<file path="src/rtl/pipe_hazard_ctrl_pkg.sv">
// Shared definitions for the pipeline hazard controller.
//   - default parameter values for the controller and its match units
//   - FWD_REGFILE: forward-select code meaning "take operand from regfile"
//   - need_stall_f: per-source stall decision from a match result
package pipe_hazard_ctrl_pkg;

  localparam int unsigned DEPTH_DEF    = 3;
  localparam int unsigned REGW_DEF     = 5;
  localparam int unsigned LOAD_RDY_DEF = 2;
  localparam int unsigned CNTW_DEF     = 32;

  // Forward-select encoding 0 always means "no bypass, read regfile".
  localparam int unsigned FWD_REGFILE  = 0;

  // With forwarding, only a load still too young to have its data stalls;
  // without forwarding, any matching in-flight writer stalls.
  function automatic logic need_stall_f(input logic fwd_en,
                                        input logic hit,
                                        input logic is_load,
                                        input logic too_young);
    return hit & (~fwd_en | (is_load & too_young));
  endfunction

endpackage

</file>
<file path="src/rtl/pipe_hazard_ctrl_hazard_match.sv">
// hazard_match: compares one decode source register against the tracked
// writer slots and reports the youngest matching writer.
// Ports:
//   use_i   source is actually read        rs_i   source register index
//   vld_i   per-slot valid                 rd_i   per-slot destination
//   wrt_i   per-slot writes-rd             load_i per-slot is-load
//   hit_o   a writer matches               idx_o  slot number of youngest match
//   load_o  matching writer is a load
module hazard_match #(
  parameter int DEPTH     = 3,
  parameter int REGW      = 5,
  parameter int RF_BYPASS = 1,
  parameter int SELW      = 2
) (
  input  logic                       use_i,
  input  logic [REGW-1:0]            rs_i,
  input  logic [DEPTH:1]             vld_i,
  input  logic [DEPTH:1][REGW-1:0]   rd_i,
  input  logic [DEPTH:1]             wrt_i,
  input  logic [DEPTH:1]             load_i,
  output logic                       hit_o,
  output logic [SELW-1:0]            idx_o,
  output logic                       load_o
);

  // Scan oldest to youngest so the youngest (lowest slot) match is left last.
  // x0 never matches (rs != 0 together with rd == rs excludes rd == 0).
  // With a write-through regfile the oldest slot is already visible to D.
  always_comb begin
    hit_o  = 1'b0;
    idx_o  = '0;
    load_o = 1'b0;
    for (int k = DEPTH; k >= 1; k--) begin
      if (use_i && (rs_i != '0) && vld_i[k] && wrt_i[k] && (rd_i[k] == rs_i)
          && ((k < DEPTH) || (RF_BYPASS == 0))) begin
        hit_o  = 1'b1;
        idx_o  = SELW'(k);
        load_o = load_i[k];
      end
    end
  end

endmodule

</file>
<file path="src/rtl/pipe_hazard_ctrl.sv">
// pipe_hazard_ctrl: hazard control beside the decode stage of the 5-stage core.
// Tracks in-flight writers in slots 1..DEPTH (E, M, W), and produces decode
// stall, front-end flush, per-source forward selects and perf counters.
// Ports:
//   clk_i, reset_i (sync, active high)
//   id_valid_i, id_rs1_i, id_rs2_i, id_use1_i, id_use2_i,
//   id_rd_i, id_regwrt_i, id_load_i    decode-stage instruction info
//   ex_redirect_i                      taken branch/jump resolved in slot 1
//   stall_o    hold PC and FD, DE takes bubble
//   flush_o    kill F and D
//   fwd_sel1_o, fwd_sel2_o   0 = regfile, k = result of slot k
//   stall_cnt_o, flush_cnt_o saturating cycle counters
module pipe_hazard_ctrl
  import pipe_hazard_ctrl_pkg::*;
#(
  parameter int DEPTH     = DEPTH_DEF,
  parameter int REGW      = REGW_DEF,
  parameter int FWD_EN    = 1,
  parameter int RF_BYPASS = 1,
  parameter int LOAD_RDY  = LOAD_RDY_DEF,
  parameter int CNTW      = CNTW_DEF,
  localparam int SELW     = $clog2(DEPTH + 1)
) (
  input  logic             clk_i,
  input  logic             reset_i,
  input  logic             id_valid_i,
  input  logic [REGW-1:0]  id_rs1_i,
  input  logic [REGW-1:0]  id_rs2_i,
  input  logic             id_use1_i,
  input  logic             id_use2_i,
  input  logic [REGW-1:0]  id_rd_i,
  input  logic             id_regwrt_i,
  input  logic             id_load_i,
  input  logic             ex_redirect_i,
  output logic             stall_o,
  output logic             flush_o,
  output logic [SELW-1:0]  fwd_sel1_o,
  output logic [SELW-1:0]  fwd_sel2_o,
  output logic [CNTW-1:0]  stall_cnt_o,
  output logic [CNTW-1:0]  flush_cnt_o
);

  logic [DEPTH:1]            slot_vld_q, slot_vld_d;
  logic [DEPTH:1][REGW-1:0]  slot_rd_q, slot_rd_d;
  logic [DEPTH:1]            slot_wrt_q, slot_wrt_d;
  logic [DEPTH:1]            slot_load_q, slot_load_d;
  logic [CNTW-1:0]           stall_cnt_q, flush_cnt_q;

  logic            hit1_s, hit2_s, ld1_s, ld2_s, ns1_s, ns2_s;
  logic [SELW-1:0] idx1_s, idx2_s;

  hazard_match #(.DEPTH(DEPTH), .REGW(REGW), .RF_BYPASS(RF_BYPASS), .SELW(SELW)) u_match1 (
    .use_i(id_use1_i), .rs_i(id_rs1_i), .vld_i(slot_vld_q), .rd_i(slot_rd_q),
    .wrt_i(slot_wrt_q), .load_i(slot_load_q),
    .hit_o(hit1_s), .idx_o(idx1_s), .load_o(ld1_s)
  );

  hazard_match #(.DEPTH(DEPTH), .REGW(REGW), .RF_BYPASS(RF_BYPASS), .SELW(SELW)) u_match2 (
    .use_i(id_use2_i), .rs_i(id_rs2_i), .vld_i(slot_vld_q), .rd_i(slot_rd_q),
    .wrt_i(slot_wrt_q), .load_i(slot_load_q),
    .hit_o(hit2_s), .idx_o(idx2_s), .load_o(ld2_s)
  );

  // Stall/flush/forward decisions; a redirect kills D so it must never stall.
  always_comb begin
    ns1_s      = need_stall_f(FWD_EN != 0, hit1_s, ld1_s, int'(idx1_s) < LOAD_RDY);
    ns2_s      = need_stall_f(FWD_EN != 0, hit2_s, ld2_s, int'(idx2_s) < LOAD_RDY);
    stall_o    = id_valid_i & (ns1_s | ns2_s) & ~ex_redirect_i;
    flush_o    = ex_redirect_i;
    fwd_sel1_o = (FWD_EN != 0) ? idx1_s : SELW'(FWD_REGFILE);
    fwd_sel2_o = (FWD_EN != 0) ? idx2_s : SELW'(FWD_REGFILE);
  end

  // Slot shift: D enters slot 1 only when it really advances, else a bubble.
  always_comb begin
    slot_vld_d     = '0;
    slot_rd_d      = '0;
    slot_wrt_d     = '0;
    slot_load_d    = '0;
    slot_vld_d[1]  = id_valid_i & ~stall_o & ~flush_o;
    slot_rd_d[1]   = id_rd_i;
    slot_wrt_d[1]  = id_regwrt_i;
    slot_load_d[1] = id_load_i;
    for (int k = 2; k <= DEPTH; k++) begin
      slot_vld_d[k]  = slot_vld_q[k-1];
      slot_rd_d[k]   = slot_rd_q[k-1];
      slot_wrt_d[k]  = slot_wrt_q[k-1];
      slot_load_d[k] = slot_load_q[k-1];
    end
  end

  // Slot registers and saturating perf counters.
  always_ff @(posedge clk_i) begin
    if (reset_i) begin
      slot_vld_q  <= '0;
      slot_rd_q   <= '0;
      slot_wrt_q  <= '0;
      slot_load_q <= '0;
      stall_cnt_q <= '0;
      flush_cnt_q <= '0;
    end else begin
      slot_vld_q  <= slot_vld_d;
      slot_rd_q   <= slot_rd_d;
      slot_wrt_q  <= slot_wrt_d;
      slot_load_q <= slot_load_d;
      if (stall_o && !(&stall_cnt_q)) begin
        stall_cnt_q <= stall_cnt_q + CNTW'(1);
      end
      if (flush_o && !(&flush_cnt_q)) begin
        flush_cnt_q <= flush_cnt_q + CNTW'(1);
      end
    end
  end

  assign stall_cnt_o = stall_cnt_q;
  assign flush_cnt_o = flush_cnt_q;

endmodule

</file>
<file path="config.mk">
export PLATFORM = sky130hd
export DESIGN_NAME = pipe_hazard_ctrl
export DESIGN_NICKNAME = d
export VERILOG_FILES = /design/src/rtl/pipe_hazard_ctrl_pkg.sv /design/src/rtl/pipe_hazard_ctrl_hazard_match.sv /design/src/rtl/pipe_hazard_ctrl.sv
export SDC_FILE = /design/constraint.sdc
export NUM_CORES = 1
export LEC_CHECK = 0
export CAP_MARGIN = 20
export CORE_MARGIN = 2
export CORE_UTILIZATION = 52
export CTS_BUF_LIST = sky130_fd_sc_hd__clkbuf_8
export DETAILED_ROUTE_END_ITERATION = 8
export PLACE_DENSITY = 0.8
export SLEW_MARGIN = 20
export SYNTH_ARGS = -nofsm -noshare
export SYNTH_HDL_FRONTEND = slang
export SYNTH_SLANG_ARGS = --single-unit
</file>
<file path="constraint.sdc">
create_clock -name clk_i -period 2.32 [get_ports clk_i]
set_input_delay 0.348 -clock clk_i [delete_from_list [all_inputs] [get_ports clk_i]]
set_output_delay 0.348 -clock clk_i [all_outputs]
set_load 0.05 [all_outputs]
</file>
# Word-level counts from Yosys, hierarchy flattened
# Index checks and enable logic that the tools add are counted.
[totals] latchBits=0 mem_count=0 mem_bits_rw=0 ff_bits=80 inputBits=23 mem_bits_ro=0 elab_cells=60 output_inout_bits=70
[classes] magnitude_cmp=2 shift=0 reduce_logical=22 eq_ne=4 add_sub_neg=2 multipliers=0 bitwise=11 div=0 mux=12
[ops] cell="32-bit by 1-bit adder with 32-bit output, second input constant" n=2
[ops] cell="32-bit AND reduction" n=2
[ops] cell="5-bit == test" n=4
[ops] cell="1-bit logical AND" n=16
[ops] cell="5-bit nonzero test" n=2
[ops] cell="1-bit bitwise AND" n=8
[ops] cell="1-bit 2-to-1 mux" n=8
[ops] cell="2-bit 2-to-1 mux" n=4
[ops] cell="2-bit < comparator, second input constant" n=2
[ops] cell="1-bit zero test" n=2
[ops] cell="1-bit inverter" n=2
[ops] cell="1-bit OR" n=1

# Longest topological paths before layout
[logic_depth] word_depth=16 depth_mapped=9

# Cells and area by module
# From an unflattened synthesis, not the netlist that was laid out.
[hier_totals] cells_unflattened=516 area_unflattened_um2=4339.2
[by_module_without_submodules] mod="pipe_hazard_ctrl" area_per_inst_um2=3908.7 cells_each=454 n_inst=1 seq_area_each_um2=1761.7
[by_module_without_submodules] mod="hazard_match" area_per_inst_um2=215.2 cells_each=31 n_inst=2 seq_area_each_um2=0.0

# Worst setup path after synthesis
# Ideal clock, no wire load.
[synth_timing] path_kind="input -> output" start="input port id_rs1_i[0]" end="output port fwd_sel1_o[1]" n_path_buf=0 t_arrival_ns=2.330 slack_ns=-0.358 required_time_ns=1.972 stages=4 path_cell_list="or4_1 -> o21ai_2 -> nor3_4 -> nor3_1"
[synth_via] elab_chain_len=7 elab_cells_between_ends=12 cone_classes="eq/ne: 2; mux: 2; reduce/logical: 8"
[synth_lines] item="from (decl)" line_no="pipe_hazard_ctrl.sv:27" rtl="input logic [REGW-1:0] id_rs1_i,"
[synth_lines] item="5-bit nonzero test" line_no="pipe_hazard_ctrl_hazard_match.sv:34" rtl="if (use_i && (rs_i != '0) && vld_i[k] && wrt_i[k] && (rd_i[k] == rs_i)"
[synth_lines] item="1-bit logical AND"
[synth_lines] item="1-bit logical AND (3 in series)" line_no="pipe_hazard_ctrl_hazard_match.sv:34"
[synth_lines] item="2-bit 2-to-1 mux" line_no="pipe_hazard_ctrl_hazard_match.sv:34"
[synth_lines] item="2-bit 2-to-1 mux *" line_no="pipe_hazard_ctrl_hazard_match.sv:34"
[synth_lines] item="to (decl)" line_no="pipe_hazard_ctrl.sv:37" rtl="output logic [SELW-1:0] fwd_sel1_o,"
# Mark *: on every way between the ends. The rest lies on a longest branch, timed or not.

# Final worst setup path
[layout_timing] start="input port id_rs1_i[0]" end="output port stall_o"
[layout_via] elab_chain_len=13 elab_cells_between_ends=22 cone_classes="order compare: 1; eq/ne: 2; mux: 6; bitwise: 5; reduce/logical: 8"
[layout_lines] item="5-bit nonzero test" line_no="pipe_hazard_ctrl_hazard_match.sv:34"
[layout_lines] item="1-bit logical AND"
[layout_lines] item="1-bit logical AND (3 in series)" line_no="pipe_hazard_ctrl_hazard_match.sv:34"
[layout_lines] item="2-bit 2-to-1 mux (2 in series)" line_no="pipe_hazard_ctrl_hazard_match.sv:34"
[layout_lines] item="2-bit < comparator" line_no="pipe_hazard_ctrl.sv:66" rtl="ns1_s = need_stall_f(FWD_EN != 0, hit1_s, ld1_s, int'(idx1_s) < LOAD_RDY);"
[layout_lines] item="1-bit bitwise AND" line_no="pipe_hazard_ctrl_pkg.sv:21" rtl="return hit & (~fwd_en | (is_load & too_young));"
[layout_lines] item="1-bit bitwise AND *" line_no="pipe_hazard_ctrl_pkg.sv:21"
[layout_lines] item="1-bit OR *" line_no="pipe_hazard_ctrl.sv:68" rtl="stall_o = id_valid_i & (ns1_s | ns2_s) & ~ex_redirect_i;"
[layout_lines] item="1-bit bitwise AND * (2 in series)" line_no="pipe_hazard_ctrl.sv:68"
[layout_lines] item="to (decl)" line_no="pipe_hazard_ctrl.sv:35" rtl="output logic stall_o,"
# Marked as above.

==> results_tabular.tex <==
\begin{tabular}{lr}
\hline
Metric & Value \\
\hline
\multicolumn{2}{l}{\textbf{Run status}} \\
Run status & finished clean \\
\multicolumn{2}{l}{\textbf{Drt}} \\
Final Routed Wirelength & 10.2 mm \\
Via density & 5.62 \\
First-pass DRT Iterations & 4 \\
Total DRC errors in the routed layout & 0 \\
Wirelength per Cell & 15.4 µm \\
Total via count in the routed design & 3,741 \\
Antenna-violating nets left & 0 \\
Iteration-0 DRC count of the detailed router & 132 \\
\multicolumn{2}{l}{\textbf{Placed design}} \\
Placement Cell Area & 5200 µm² \\
Post-placement worst setup slack & -0.224 ns \\
Gp weighted congestion & 0.874 \\
HPWL after detailed placement & 7.36 mm \\
Count of input and output buffers & 92 \\
Dpl cells & 646 \\
\multicolumn{2}{l}{\textbf{Clock network}} \\
CTS tree & built \\
Clock Path Buffers & 2 \\
Number of hold buffers added after cts & 0 \\
Clock latency reported for the late side of the worst-skew pair & 0.35 ns \\
Maximum level of the CTS H-tree & 3 \\
CTS clk-pin slew, worst paths & 0.08 ns \\
Inserted Clock Buffers & 9 \\
Root buffer cell & sky130\_fd\_sc\_hd\_\_clkbuf\_8 \\
Clock sink count & 79 \\
\multicolumn{2}{l}{\textbf{Synth}} \\
Fraction of registers with async set/reset & 0 \\
Post-Synthesis Mean Instance Area & 8.91 µm² \\
Synth cell types & 50 \\
Cell area after technology mapping & 3890 µm² \\
Synthesized Nets & 462 \\
Most common flop cell mapped by yosys & sky130\_fd\_sc\_hd\_\_dfxtp\_1 \\
Register bit total from synthesis & 79 \\
Post-synth EDFFs & 0 \\
Post-Synthesis Cells & 437 \\
Count of synthesis-stage warnings from yosys & 0 \\
Seq/Total Area, Yosys & 0.406 \\
\multicolumn{2}{l}{\textbf{Worst setup path}} \\
Slowest cell on the critical path & sky130\_fd\_sc\_hd\_\_or4\_4 \\
Arrival @ worst endpoint & 1.94 ns \\
Type of the worst setup path & input port to primary output \\
End of the critical path & stall\_o \\
Nature of the critical path startpoint & input port \\
Cell-by-cell trace of the critical path & dlygate4sd2\_1 -> or4\_4 -> o21ai\_4 -> nor3\_4 -> buf\_4 -> o21ai\_4 -> inv\_2 -> buf\_12 \\
Reg2reg start & slot\_rd\_d[6] \\
Maximum single-stage delay on the critical path & 0.55 ns \\
Data required time of the critical path & 1.97 ns \\
Element type at the critical path end & primary output \\
Largest fanout of any net on the critical path & 4 \\
Slack of the worst reg-to-reg path & 0.11 ns \\
Critical path origin & id\_rs1\_i[0] \\
Cell mode on critical path & sky130\_fd\_sc\_hd\_\_o21ai\_4 \\
RR Endpoint & stall\_cnt\_o[28] \\
Reg2Reg Depth & 10 \\
\multicolumn{2}{l}{\textbf{Floorplan}} \\
Count of standard-cell rows & 31 \\
Ports placed on the boundary & 93 \\
Area of the core region & 7250 µm² \\
Height of the die & 90.5 µm \\
Die Outline Area & 8190 µm² \\
Die width & 90.5 µm \\
Starting Density & 0.537 \\
\multicolumn{2}{l}{\textbf{Final layout}} \\
Post-route cell area & 5520 µm² \\
Most frequent cells in the layout & sky130\_fd\_sc\_hd\_\_dfxtp\_1 (77), sky130\_fd\_sc\_hd\_\_clkdlybuf4s50\_1 (75), sky130\_fd\_sc\_hd\_\_nor2\_1 (38) \\
Area growth from synthesis to layout & 41.8\% \\
Post-layout net count & 588 \\
Antenna Diode Count & 0 \\
Fraction of layout instances using a drive strength above 1 & 0.157 \\
Non-filler instance count after layout & 666 \\
Most common cell after layout, fill and taps aside & sky130\_fd\_sc\_hd\_\_dfxtp\_1 \\
Core occupancy in the finished layout & 0.761 \\
\multicolumn{2}{l}{\textbf{Pwr}} \\
Reported leakage power & 1.98 nW \\
Pwr per Cell Area & 484 nW/µm² \\
Sum of internal, switching and leakage power & 2.67 mW \\
Peak ir drop on the vdd network & 0.288 mV \\
\multicolumn{2}{l}{\textbf{STA}} \\
Rel. slew slack & 0.563 \\
Fin Hold WS & 0.486 ns \\
Setup Viol. Count Final & 0 \\
Sum of negative setup slack & 0 ns \\
Share of the clock period used by the worst path after layout & 0.988 \\
Minimum clock period & 2.29 ns \\
Slew @ Worst Pin & 0.656 ns \\
Fmax & 436 MHz \\
Max Transition Viols Final & 0 \\
Final clock skew & 0.00622 ns \\
Total count of hold-check failures in the final report & 0 \\
Post-route setup slack & 0.0287 ns \\
\multicolumn{2}{l}{\textbf{Global routing}} \\
Via count of the first global-routing pass & 3,599 \\
Total routing resource utilization after global routing & 0.246 \\
Global route total overflow & 0 \\
Maximum number of pins on one net before global-route repair & 38 \\
Number of antenna violations at the first check in global routing & 0 \\
First-pass GRT wire length & 16.8 mm \\
\multicolumn{2}{l}{\textbf{Job}} \\
Max-Cap Viols & 0 \\
\multicolumn{2}{l}{\textbf{Worst hold path}} \\
Class of the tightest hold or removal check & flop to flop \\
Number of cells traversed by the worst hold path & 1 \\
\hline
\end{tabular}
## critical path: cells and delay by family
kind,cells,cell delay [ns]
compound gates,2,0.32
buf+inv,4,0.64
simple gates,2,0.63
## where the power goes
group          switching, mW  internal, mW
Combinational         0.0946        0.0930
Clock                  0.501         0.598
Sequential            0.0165          1.37
Total                  0.612          2.06
## layer usage
metal  wire length [µm]  part of all wire  up-vias  track usage
li1                   -                 -     1832            -
met1               4200              0.41     1787        0.273
met2               5220              0.51       95        0.448
met3                479             0.047       27       0.0451
met4                352             0.034        0        0.118
met5                  0                 0        -            0
## cell type report
cell class	count	area, µm²
clock buffer	9	124
clock inverter	6	87.6
fill	540	1740
inverter	7	26.3
multi-input combinational	334	2270
sequential	79	1580
tap	99	124
timing repair buffer	132	1300
## synthesized netlist by cell type (2+ instances only)
cell type                    n  area [µm²]
sky130_fd_sc_hd__a2111oi_4   2        55.1
sky130_fd_sc_hd__a21oi_1    28         140
sky130_fd_sc_hd__a31oi_1     4        25.0
sky130_fd_sc_hd__and2_1      2        12.5
sky130_fd_sc_hd__and3_1      7        43.8
sky130_fd_sc_hd__and4_1      8        70.1
sky130_fd_sc_hd__buf_4       2        15.0
sky130_fd_sc_hd__buf_6       3        33.8
sky130_fd_sc_hd__clkbuf_1   12        45.0
sky130_fd_sc_hd__dfxtp_1    79        1580
sky130_fd_sc_hd__ha_1        2        25.0
sky130_fd_sc_hd__inv_1       7        26.3
sky130_fd_sc_hd__mux2_1      2        22.5
sky130_fd_sc_hd__mux2i_1     2        20.0
sky130_fd_sc_hd__nand2_1    24        90.1
sky130_fd_sc_hd__nand3_1    27         135
sky130_fd_sc_hd__nand4_1    19         119
sky130_fd_sc_hd__nand4_2     2        25.0
sky130_fd_sc_hd__nor2_1     38         143
sky130_fd_sc_hd__nor2b_1    19         119
sky130_fd_sc_hd__nor3_1      7        35.0
sky130_fd_sc_hd__nor3_4      2        32.5
sky130_fd_sc_hd__nor4_1      6        37.5
sky130_fd_sc_hd__o21a_1      2        15.0
sky130_fd_sc_hd__o21ai_0    14        70.1
sky130_fd_sc_hd__o21ai_1     8        40.0
sky130_fd_sc_hd__o21ai_2     3        26.3
sky130_fd_sc_hd__o21ai_4     2        32.5
sky130_fd_sc_hd__o21ba_1     4        40.0
sky130_fd_sc_hd__o31a_1      2        17.5
sky130_fd_sc_hd__o31ai_1     6        45.0
sky130_fd_sc_hd__or2_1       2        12.5
sky130_fd_sc_hd__or3_1      23         144
sky130_fd_sc_hd__or4_1       7        52.6
sky130_fd_sc_hd__xnor2_1    15         131
sky130_fd_sc_hd__xor2_1     31         272
## state kept, by name (all words and copies together), names as in the netlist
name         cells
stall_cnt_o     32
slot_load_q      1
slot_wrt_q       2
slot_rd_d       10
slot_vld_q       2
flush_cnt_o     32
## kinds of logic after synthesis
family                     synth area share
DFF                                   0.406
AOI/OAI and AO/OA                     0.134
muxes                                0.0138
buffers and inverters                0.0309
and+or+nand+nor                       0.305
xor gates and xnor gates              0.104
adders and majority gates           0.00643
## worst min path at each step
stage          slack, ns             to          start
2_1_floorplan       0.42  slot_vld_q[1]  ex_redirect_i
3_3_place_gp        0.47  slot_wrt_q[2]  slot_wrt_q[1]
3_5_place_dp        0.48  slot_vld_q[2]  slot_vld_q[1]
4_1_cts             0.49  slot_vld_q[2]  slot_vld_q[1]
5_1_grt             0.51  slot_wrt_q[2]  slot_wrt_q[1]
6_report            0.49  slot_vld_q[2]  slot_vld_q[1]
## what timing repair did
item                                    CTS  global route
setup buffers                             3             2
endpoints found under the setup margin    4            12
resized for setup                        17             7
pin swaps                                 7            12
Note: power is estimated with default switching activity, not from simulation.
